File: src/rtl/ras_ckpt.sv
// Parametrised return-address stack with overflow/underflow pulses, pop+push replace
// and a single speculative checkpoint. Define RAS_OVF_STATS_EN to build the overflow counter.
module ras_ckpt #(
    parameter int unsigned DEPTH = 2,
    parameter int unsigned VLEN  = 64,
    localparam int unsigned PTR_W = $clog2(DEPTH),
    localparam int unsigned CNT_W = $clog2(DEPTH + 1)
) (
    input  logic             clk_i,
    input  logic             rst_ni,
    input  logic             flush_bp_i,
    input  logic             push_i,
    input  logic             pop_i,
    input  logic [VLEN-1:0]  data_i,
    input  logic             ckpt_save_i,
    input  logic             ckpt_restore_i,
    output logic             valid_o,
    output logic [VLEN-1:0]  data_o,
    output logic [CNT_W-1:0] count_o,
    output logic             overflow_o,
    output logic             underflow_o,
    output logic             ckpt_valid_o,
    output logic [15:0]      ovf_cnt_o
);

    localparam logic [PTR_W-1:0] LAST = PTR_W'(DEPTH - 1);
    localparam logic [CNT_W-1:0] FULL = CNT_W'(DEPTH);

    logic [VLEN-1:0]  mem [DEPTH];
    logic [PTR_W-1:0] tos;
    logic [CNT_W-1:0] count;
    logic             ckpt_valid;
    logic [PTR_W-1:0] saved_tos;
    logic [CNT_W-1:0] saved_count;
    logic [VLEN-1:0]  saved_top;
    logic             overflow;
    logic             underflow;

    logic [PTR_W-1:0] tos_inc;
    logic [PTR_W-1:0] tos_dec;
    logic [PTR_W-1:0] nxt_tos;
    logic [CNT_W-1:0] nxt_count;
    logic [VLEN-1:0]  nxt_top;
    logic [PTR_W-1:0] wr_idx;
    logic             wr_en;
    logic             ovf_evt;
    logic             udf_evt;
    logic             restore_hit;

    // Explicit wrap keeps the circular buffer correct for non-power-of-two depths.
    assign tos_inc = (tos == LAST) ? '0 : tos + 1'b1;
    assign tos_dec = (tos == '0) ? LAST : tos - 1'b1;

    assign restore_hit = ckpt_restore_i & ckpt_valid;

    // Stack state as it stands after this cycle's push/pop; also what a save captures.
    always_comb begin
        // NOTE: every output gets a default first so no path leaves a latch behind.
        nxt_tos   = tos;
        nxt_count = count;
        nxt_top   = mem[tos];
        wr_idx    = tos;
        wr_en     = 1'b0;
        ovf_evt   = 1'b0;
        udf_evt   = 1'b0;
        if (push_i && (!pop_i || count == '0)) begin
            nxt_tos   = tos_inc;
            nxt_top   = data_i;
            wr_idx    = tos_inc;
            wr_en     = 1'b1;
            ovf_evt   = !pop_i && (count == FULL);
            nxt_count = (count == FULL) ? count : count + 1'b1;
        end else if (push_i && pop_i) begin
            nxt_top = data_i;
            wr_en   = 1'b1;
        end else if (pop_i) begin
            if (count != '0) begin
                nxt_tos   = tos_dec;
                nxt_count = count - 1'b1;
                nxt_top   = mem[tos_dec];
            end else begin
                udf_evt = 1'b1;
            end
        end
    end

    always_ff @(posedge clk_i or negedge rst_ni) begin
        if (!rst_ni) begin
            // NOTE: the entries are reset because data_o must read zero straight out of reset.
            mem         <= '{default: '0};
            tos         <= '0;
            count       <= '0;
            ckpt_valid  <= 1'b0;
            saved_tos   <= '0;
            saved_count <= '0;
            saved_top   <= '0;
            overflow    <= 1'b0;
            underflow   <= 1'b0;
        end else if (flush_bp_i) begin
            tos        <= '0;
            count      <= '0;
            ckpt_valid <= 1'b0;
            overflow   <= 1'b0;
            underflow  <= 1'b0;
        end else if (restore_hit) begin
            tos            <= saved_tos;
            count          <= saved_count;
            mem[saved_tos] <= saved_top;
            ckpt_valid     <= 1'b0;
            overflow       <= 1'b0;
            underflow      <= 1'b0;
        end else begin
            // NOTE: non-blocking throughout so every register sees pre-edge values.
            tos       <= nxt_tos;
            count     <= nxt_count;
            overflow  <= ovf_evt;
            underflow <= udf_evt;
            if (wr_en) begin
                mem[wr_idx] <= data_i;
            end
            if (ckpt_save_i) begin
                saved_tos   <= nxt_tos;
                saved_count <= nxt_count;
                saved_top   <= nxt_top;
                ckpt_valid  <= 1'b1;
            end
        end
    end

`ifdef RAS_OVF_STATS_EN
    logic [15:0] ovf_cnt;

    always_ff @(posedge clk_i or negedge rst_ni) begin
        if (!rst_ni) begin
            ovf_cnt <= '0;
        end else if (flush_bp_i) begin
            ovf_cnt <= '0;
        end else if (ovf_evt && !restore_hit && ovf_cnt != 16'hFFFF) begin
            ovf_cnt <= ovf_cnt + 16'd1;
        end
    end

    assign ovf_cnt_o = ovf_cnt;
`else
    assign ovf_cnt_o = 16'h0;
`endif

    assign data_o       = mem[tos];
    assign valid_o      = (count != '0);
    assign count_o      = count;
    assign overflow_o   = overflow;
    assign underflow_o  = underflow;
    assign ckpt_valid_o = ckpt_valid;

endmodule

File: config.mk
export PLATFORM = sky130hd
export DESIGN_NAME = ras_ckpt
export DESIGN_NICKNAME = d
export VERILOG_FILES = /design/src/rtl/ras_ckpt.sv
export SDC_FILE = /design/constraint.sdc
export NUM_CORES = 1
export LEC_CHECK = 0
export BUFFER_PORTS_ARGS = -buffer_cell sky130_fd_sc_hd__buf_2
export CAP_MARGIN = 20
export CORE_MARGIN = 5
export CORE_UTILIZATION = 60
export DETAILED_ROUTE_END_ITERATION = 8
export PLACE_DENSITY = 0.86
export SLEW_MARGIN = 20
export SYNTH_ARGS = -nofsm -noshare
export SYNTH_HDL_FRONTEND = slang
export SYNTH_SLANG_ARGS = --single-unit
File: constraint.sdc
create_clock -name clk_i -period 3.05 [get_ports clk_i]
set_input_delay 0.4575 -clock clk_i [delete_from_list [all_inputs] [get_ports clk_i]]
set_output_delay 0.4575 -clock clk_i [all_outputs]
set_load 0.01 [all_outputs]
* Word level (Yosys, flattened, before mapping)
Cells that the tools add are included.
Word-level totals: bits in registers 201, logic and storage cells 89, output and inout bits 86
Cells by class: order comparisons 6, add/subtract/negate cells 4, mux-type cells 48, reductions and logical operators 13, bitwise gates (word level) 7, equal/unequal tests 1
Operators with widths (count):
- 64-bit 2-to-1 mux | 12
- 128-bit bitwise mux | 2
- 128-bit 2-to-1 mux | 2
- 64-bit demux with 1-bit select | 2
- 1-bit 2-to-1 mux | 23
- 2-bit 2-to-1 mux | 7
- 2-bit greater-or-equal comparator (second input constant) | 4
- 1-bit inverter with 2-bit output | 4
- 1-bit logical AND | 5
- 2-bit by 1-bit < comparator with 1-bit output (second input constant) | 2
- 2-bit nonzero test | 2
- 3-bit AND reduction | 1
- 3-bit nonzero test | 1
- 2-bit by 1-bit adder with 2-bit output (second input constant) | 1
- 2-bit == test (second input constant) | 1
- 2-bit zero test | 1
- 1-bit inverter | 2
- 2-bit AND reduction | 1
- 2-bit by 1-bit subtractor with 2-bit output (second input constant) | 1
- 1-bit adder (second input constant) | 1
- 1-bit AND | 1
- 1-bit zero test | 1
- 1-bit logical OR | 1
- 1-bit subtractor (second input constant) | 1

* Longest topological paths before layout
Gate-level depths: netlist of the first run.
depth in word-level cells 12, gate-level depth with buffers 8

* Worst setup path after synthesis of the first run
OpenSTA, ideal clock, no wires.
path type reg-to-reg, from register count[1], in the netlist count_o[1], to register mem[103] (netlist name), cell stages (with the launch flop) 9, setup time 0.127 ns, path slack 0.981 ns, data required time 2.923 ns, arrival 1.942 ns, cells stage by stage dfrtp_1 inv_1 ha_1 and2b_1 o21ai_0 buf_2 clkbuf_1 a32o_1 mux2_1
On the way: word-level cells in the longest chain between the ends 12, elaborated cells on any way between the ends 16
RTL lines:
- start, declared | line 31 | logic [CNT_W-1:0] count;
- start signal, assigned | line 107 | count <= saved_count;
- start signal, assigned | line 115 | count <= nxt_count;
- 2-bit zero test * | line 66 | if (push_i && (!pop_i || count == '0)) begin
- 1-bit logical OR * | line 66
- 1-bit logical AND * | line 66
- 1-bit 2-to-1 mux | line 66
- 1-bit inverter with 2-bit output (implied by the code) | line 119 | mem[wr_idx] <= data_i;
- 2-bit greater-or-equal comparator (implied by the code) / 2-bit by 1-bit < comparator with 1-bit output (equally long branches) | line 119
- 1-bit logical AND (implied by the code) | line 119
- 64-bit 2-to-1 mux (implied by the code) | line 119
- 64-bit demux with 1-bit select | line 119
- 128-bit bitwise mux | line 119
- 128-bit 2-to-1 mux | line 118 | if (wr_en) begin
- 128-bit 2-to-1 mux | line 105 | end else if (restore_hit) begin
- end signal, assigned by index | line 108 | mem[saved_tos] <= saved_top;
- end signal, assigned by index | line 119
- end, declared | line 29 | logic [VLEN-1:0] mem [DEPTH];
Mark *: on every way between the ends. The rest lies on a longest branch, timed or not. The select of a mux whose other input is x is not followed. A chain may end at the register's enable or synchronous reset.

* Worst setup path in the final report of the first run
from register ckpt_valid, in the netlist ckpt_valid_o, to output port ckpt_valid_o
RTL lines:
- start, declared | line 32 | logic ckpt_valid;
- start signal, assigned | line 93 | ckpt_valid <= 1'b0;
- start signal, assigned | line 102 | ckpt_valid <= 1'b0;
- start signal, assigned | line 109 | ckpt_valid <= 1'b0;
- end, declared | line 22 | output logic ckpt_valid_o,
No word-level cell between the ends.

==> flow_summary.toml, run 1 <==
[setup_path]
cp.required_ns = 2.59
rrSetupSlack_ns = 0.45
endpoint_kind = "output pin"
critPathKind = "register to output pin"
worst_ep_arrival_time_ns = 2.30
start_kind = "register"
worstPathMaxFanout = 88

[timing]
grt_setup_unrepaired = "false"
finalCriticalPeriod_ns = 2.76
slew_violations = 0
clock.fmax_mhz = 363
worst_pin_slew_ns = 0.882
max_slew_margin_pct = 41.2
finalSetupTns_ns = 0
hold_viol_final = 0
period_share_pct = 90.4
setup_violations = 0
fin_skew_ns = 0.0186

[yosys]
ys_types = 39
synthCells = 1256
ys_ff_latch = 201
muxShareOfSynthArea_pct = 16.8
synth_top_family_by_area = "compound AO/OA/AOI/OAI gates"
synthSimpleGateAreaFrac_pct = 9.70
avgSynthCellArea_um2 = 10.1
synth-seq-area-share_pct = 39.6
synth-adder-area-share_pct = 0.493
synth-xor-area-share_pct = 0.197
synth_compound_area_share_pct = 26.7
synth_area_mm2 = 0.0127
yosys_warnings = 0

[global_routing]
grt_pass1_vias = 12000
grtUsageMet2_pct = 48.8
grt_overflow = 0
antenna_found_initial = 2
grt.busiest_layer = "met2"
grt_pass1_wl_mm = 63.9
grt.total_usage_pct = 32.0
grt_max_degree = 89
use_met1_pct = 43.9
grtUsageMet3_pct = 6.84

[detailed_routing]
num_vias = 11800
drt_iter0_markers = 1540
wl_mm = 39.7
drtAntennaViolNets = 0
drc = 0
post_drt_via_cell_ratio = 7.40
wl_per_cell_um = 24.9
firstDrtPassIters = 5

[cts]
cts_sinks = 201
insertion_delay_ns = 0.54
cts_made_buffers = 24
cts_buffer_depth = 3
clk_pin_slew_ns = 0.06
cts_tree = "built"
cts_max_level = 1
postCtsSetupBuffers = 0
root_buffer = "clkbuf_16"

[die]
start_util_pct = 60.6
die_h_um = 155
fp.coreArea_mm2 = 0.0210
num_rows = 53
die_area_mm2 = 0.0242
chipWidth_um = 155
ioPinCount = 157

[cells_and_area]
multiInputGateArea_mm2 = 0.00696
final_common_cell = "dfrtp_1"
nFillCells = 1587
seqCellArea_mm2 = 0.00504
syn_to_final_growth_pct = 13.0
drive_gt1_share_pct = 27.4
nNetsFinal = 1379
final_cell_mix = "dfrtp_1, buf_2, mux2_2, o211ai_1, nand2_1"

[placement]
dpl.hpwl_mm = 21.7
place.gp.congestion = 0.807
io_buffers = 140

[power]
seq_power_share_pct = 37.5
internal_power_w = 0.00768
p_per_area_mw_per_mm2 = 838
total_power_w = 0.0120
p_clk_share_pct = 26.6
leakage_nw = 6.56
comb_power_share_pct = 35.8
switching_power_w = 0.00433
switching_share_pct = 36.1
vdd.ir_drop.worst_mv = 0.534

[run_status]
status = "complete, no violations"

[job]
maxCapViolCount = 0

[worst_hold_path]
hold_class = "input pin to register"
[Yosys cell counts, drive strengths merged]
cell type | instances | area (um^2)
inv | 6 | 22.5
conb | 1 | 3.75
mux2i | 66 | 661
and3 | 1 | 6.26
and2b | 1 | 7.51
nand2 | 70 | 263
and2 | 2 | 12.5
o211ai | 128 | 961
nor2 | 5 | 18.8
a21o | 66 | 495
a311o | 1 | 10.0
nor3b | 1 | 7.51
o2bb2ai | 1 | 8.76
mux2 | 131 | 1480
ha | 5 | 62.6
nand2b | 1 | 6.26
a211oi | 2 | 15.0
o21ai | 2 | 10.0
and4b | 1 | 10.0
dfrtp | 201 | 5030
clkbuf | 108 | 405
nand3 | 64 | 320
o32ai | 1 | 27.5
a21oi | 66 | 330
a32o | 64 | 641
and4 | 64 | 561
or3 | 1 | 6.26
xnor2 | 2 | 25.0
a31oi | 64 | 400
nor2b | 2 | 12.5
buf | 63 | 385
a21boi | 64 | 480
a221oi | 1 | 8.76
[power by group through the flow]
stage	Clock (W)	Combinational, W	Sequential, W
4_1_cts	0.00321	0.00428	0.00447
2_1_floorplan	0	0.00308	0.00420
5_1_grt	0.00332	0.00462	0.00464
6_report	0.00320	0.00430	0.00451
3_5_place_dp	0	0.00424	0.00450
3_3_place_gp	0	0.00413	0.00444
[path summary, 6_finish.rpt]
| check | depth (start not counted) | from | endpoint |
|---|---|---|---|
| min | 3 | data_i[9] | saved_top[9] |
| max | 2 | ckpt_valid_o | ckpt_valid_o |
| max reg2reg | 4 | ckpt_valid_o | mem[116] |
| min in group asynchronous | 2 | rst_ni | mem[62] |
| min reg2reg | 2 | saved_count[1] | saved_count[1] |
| max in group asynchronous | 3 | rst_ni | mem[85] |
[cell type report]
cell class / instances / area share, %
Inverter: 6 / 0.157
Multi-Input combinational cell: 893 / 48.5
Clock buffer: 32 / 4.75
Tap cell: 275 / 2.40
Antenna cell: 2 / 0.0349
Sequential cell: 201 / 35.1
Clock inverter: 12 / 1.37
Timing Repair Buffer: 177 / 7.62
[logic make-up (layout without fill, tap and decap cells)]
| family | after synthesis | count (layout) |
|---|---|---|
| compound gates | 460 | 460 |
| simple gates | 213 | 213 |
| flops | 201 | 201 |
| mux | 197 | 197 |
| buf+inv | 177 | 227 |
| fa+ha+maj | 5 | 5 |
| xor+xnor | 2 | 2 |
| other cells | 1 | 18 |
[worst max-delay path, stage by stage, from the launching register on]
cell     delay, ns
dfrtp_4       0.70
buf_4         0.69
buf_2         0.27
[per-stage QoR]
stage | hold slack (ns) | instances | area [um^2] | setup WS [ns] | utilization [%]
after CTS | 0.204 | 1596 | 14300 | 0.366 | 68.4
after floorplan | 0.162 | 1271 | 12700 | 0.981 | -
after global routing | 0.216 | 1597 | 14300 | 0.253 | 68.4
after detailed placement | 0.472 | 1551 | 13400 | 0.581 | 64.2
final | 0.204 | 1598 | 14300 | 0.293 | 68.4
after global placement | 0.463 | 1551 | 13400 | 0.714 | 64.2
[layer usage]
layer	wire (um)	vias up
met5	17	-
met4	1540	2
met3	4640	157
met2	18100	915
met1	15400	5806
li1	-	4939
[timing repair]
item                                    in CTS  in global routing
endpoints found under the hold margin       62                  0
endpoints found under the setup margin       0                  0
gates resized for setup                      0                  0
hold buffers                                 1                  0
[sequential cells by signal (all words and copies together) (netlist names)]
register / count
saved_tos: 1
mem: 128
overflow_o: 1
ckpt_valid_o: 1
underflow_o: 1
saved_count: 2
tos: 1
saved_top: 64
count_o: 2
(Power assumes the default switching activity.)
==> inputs of run 2 (changes only) <==
--- a/config.mk
+++ b/config.mk
@@ -9,6 +9,7 @@
 export CAP_MARGIN = 20
 export CORE_MARGIN = 5
 export CORE_UTILIZATION = 60
+export CTS_BUF_LIST = sky130_fd_sc_hd__clkbuf_4
 export DETAILED_ROUTE_END_ITERATION = 8
 export PLACE_DENSITY = 0.86
 export SLEW_MARGIN = 20
==> flow_summary.toml, run 2 (same netlist as run 1, synthesis figures left out) <==
[run_status]
status = "complete, no violations"

[timing]
finalSetupTns_ns = 0
clock.fmax_mhz = 343
grt_setup_unrepaired = "false"
worst_pin_slew_ns = 0.887
finalCriticalPeriod_ns = 2.91
fin_skew_ns = 0.0399
period_share_pct = 95.5
hold_viol_final = 0
max_slew_margin_pct = 40.9
setup_violations = 0
slew_violations = 0
fin_ws_ns = 0.139

[detailed_routing]
wl_mm = 39.7
num_vias = 12000
post_drt_via_cell_ratio = 7.23
wl_per_cell_um = 24.0
firstDrtPassIters = 6
drtAntennaViolNets = 0
drt_iter0_markers = 1664
drc = 0

[global_routing]
grt_overflow = 0
antenna_found_initial = 2
grt_pass1_vias = 12100
grt.total_usage_pct = 32.1
grt_pass1_wl_mm = 63.6
grt_max_degree = 89

[setup_path]
path_buf_inv = 2
reg2reg_from = "ckpt_valid_o"
endpoint_kind = "output pin"
cp_top_family = "buffers and inverters"
cpPeakStageDelay_ns = 0.71
reg2reg_to = "mem[103]"
critPathKind = "register to output pin"
cp_cell_sequence = "buf_4 > buf_2"
cp.required_ns = 2.59
worstPathMaxFanout = 88
rrSetupSlack_ns = 0.45
worst_ep_arrival_time_ns = 2.45
reg2reg_depth = 4
start_kind = "register"
cp_slowest_cell = "dfrtp_4"

[die]
ioPinCount = 157
chipWidth_um = 155
num_rows = 53
die_area_mm2 = 0.0242
die_h_um = 155
fp.coreArea_mm2 = 0.0210
start_util_pct = 60.6

[cells_and_area]
nNetsFinal = 1412
final_common_cell = "dfrtp_1"
multiInputGateArea_mm2 = 0.00696
regMostFlops = "mem"
drive_gt1_share_pct = 29.9
largest_reg_flops = 128
syn_to_final_growth_pct = 12.2
seqCellArea_mm2 = 0.00504
largestRegisters = "mem: 128 flops, saved_top: 64 flops"
final_cell_mix = "dfrtp_1, buf_2, mux2_2, o211ai_1, clkbuf_4"
fin_area_mm2 = 0.0142
nFillCells = 1613

[worst_hold_path]
min_to = "saved_top[16]"
hold_path_depth = 3
hold_class = "input pin to register"
holdCritStartpoint = "data_i[16]"

[power]
leakage_nw = 6.58
switching_power_w = 0.00432
seq_power_share_pct = 39.2
comb_power_share_pct = 37.4
p_clk_share_pct = 23.4
switching_share_pct = 37.6
vdd.ir_drop.worst_mv = 0.473
p_per_area_mw_per_mm2 = 806
internal_power_w = 0.00716

[cts]
cts_made_buffers = 55
cts_sinks = 201
clk_pin_slew_ns = 0.07
cts-resized-gates = 0
cts_max_level = 2
root_buffer = "clkbuf_4"
insertion_delay_ns = 0.70
cts_tree = "built"
cts_buffer_depth = 3

[placement]
dpl.hpwl_mm = 21.7
place.gp.congestion = 0.807
place_area_mm2 = 0.0134
io_buffers = 140
dp_slack_ns = 0.581

[job]
maxCapViolCount = 0
[run 2: changes by cell type in the layout (fill, tap and decap cells not counted), moves of 3 or more]
cell / delta
clkinv_2: -6
clkbuf_4: +89
clkinv_1: +8
bufinv_16: -3
clkbuf_16: -24
clkbuf_8: -5
clkbuf_1: -3
[run 2: tightest hold or removal path: cells and delay by family]
family,cells,cell delay [ns]
AND/OR/NAND/NOR,1,0.07
AO/OA/AOI/OAI,1,0.08
buffers and inverters,1,0.09
[run 2: metrics by stage]
stage / util (%) / hold WS (ns) / total power, W / std cells
floorplan: - / 0.162 / 0.00728 / 1271
global placement: 64.2 / 0.463 / 0.00857 / 1551
detailed placement: 64.2 / 0.472 / 0.00874 / 1551
CTS: 67.9 / 0.000357 / 0.0114 / 1653
global route: 68.0 / 0.000401 / 0.0121 / 1655
finish: 68.0 / 0.0383 / 0.0115 / 1656
[run 2: cell type report]
type	instances	area share, %
multi-input combinational	893	48.8
inverter	6	0.158
sequential	201	35.4
timing repair buffer	179	7.81
tap	275	2.42
clock inverter	11	0.685
clock buffer	89	4.69
antenna	2	0.0351
[run 2: power groups by stage]
stage,sequential (W),clock [W],combinational [W]
final,0.00450,0.00268,0.00430
after global routing,0.00462,0.00288,0.00461
after CTS,0.00446,0.00272,0.00426
after detailed placement,0.00450,0,0.00424
after global placement,0.00444,0,0.00413
after floorplan,0.00420,0,0.00308
[run 2: timing repair]
action                                 4_1_cts  5_1_grt
hold buffers                                 2        1
setup buffers                                0        0
endpoints found under the hold margin       63        1
[run 2: worst max-delay path by stage]
stage	startpoint	end	cells past startpoint
finish	ckpt_valid_o	ckpt_valid_o	2
global route	ckpt_valid_o	ckpt_valid_o	2
CTS	tos	data_o[63]	3
detailed placement	ckpt_valid_o	mem[116]	4
global placement	ckpt_valid_o	saved_top[3]	5
floorplan	count_o[1]	mem[103]	8
[run 2: metal layers]
layer | wire length (um) | vias up | GRT usage, % | part of all wire [%]
li1 | - | 5039 | - | -
met1 | 15300 | 5782 | 43.8 | 39
met2 | 18000 | 977 | 48.5 | 45
met3 | 5010 | 167 | 8.34 | 13
met4 | 1380 | 2 | 13.8 | 3.5
met5 | 12 | - | 0 | 0.030
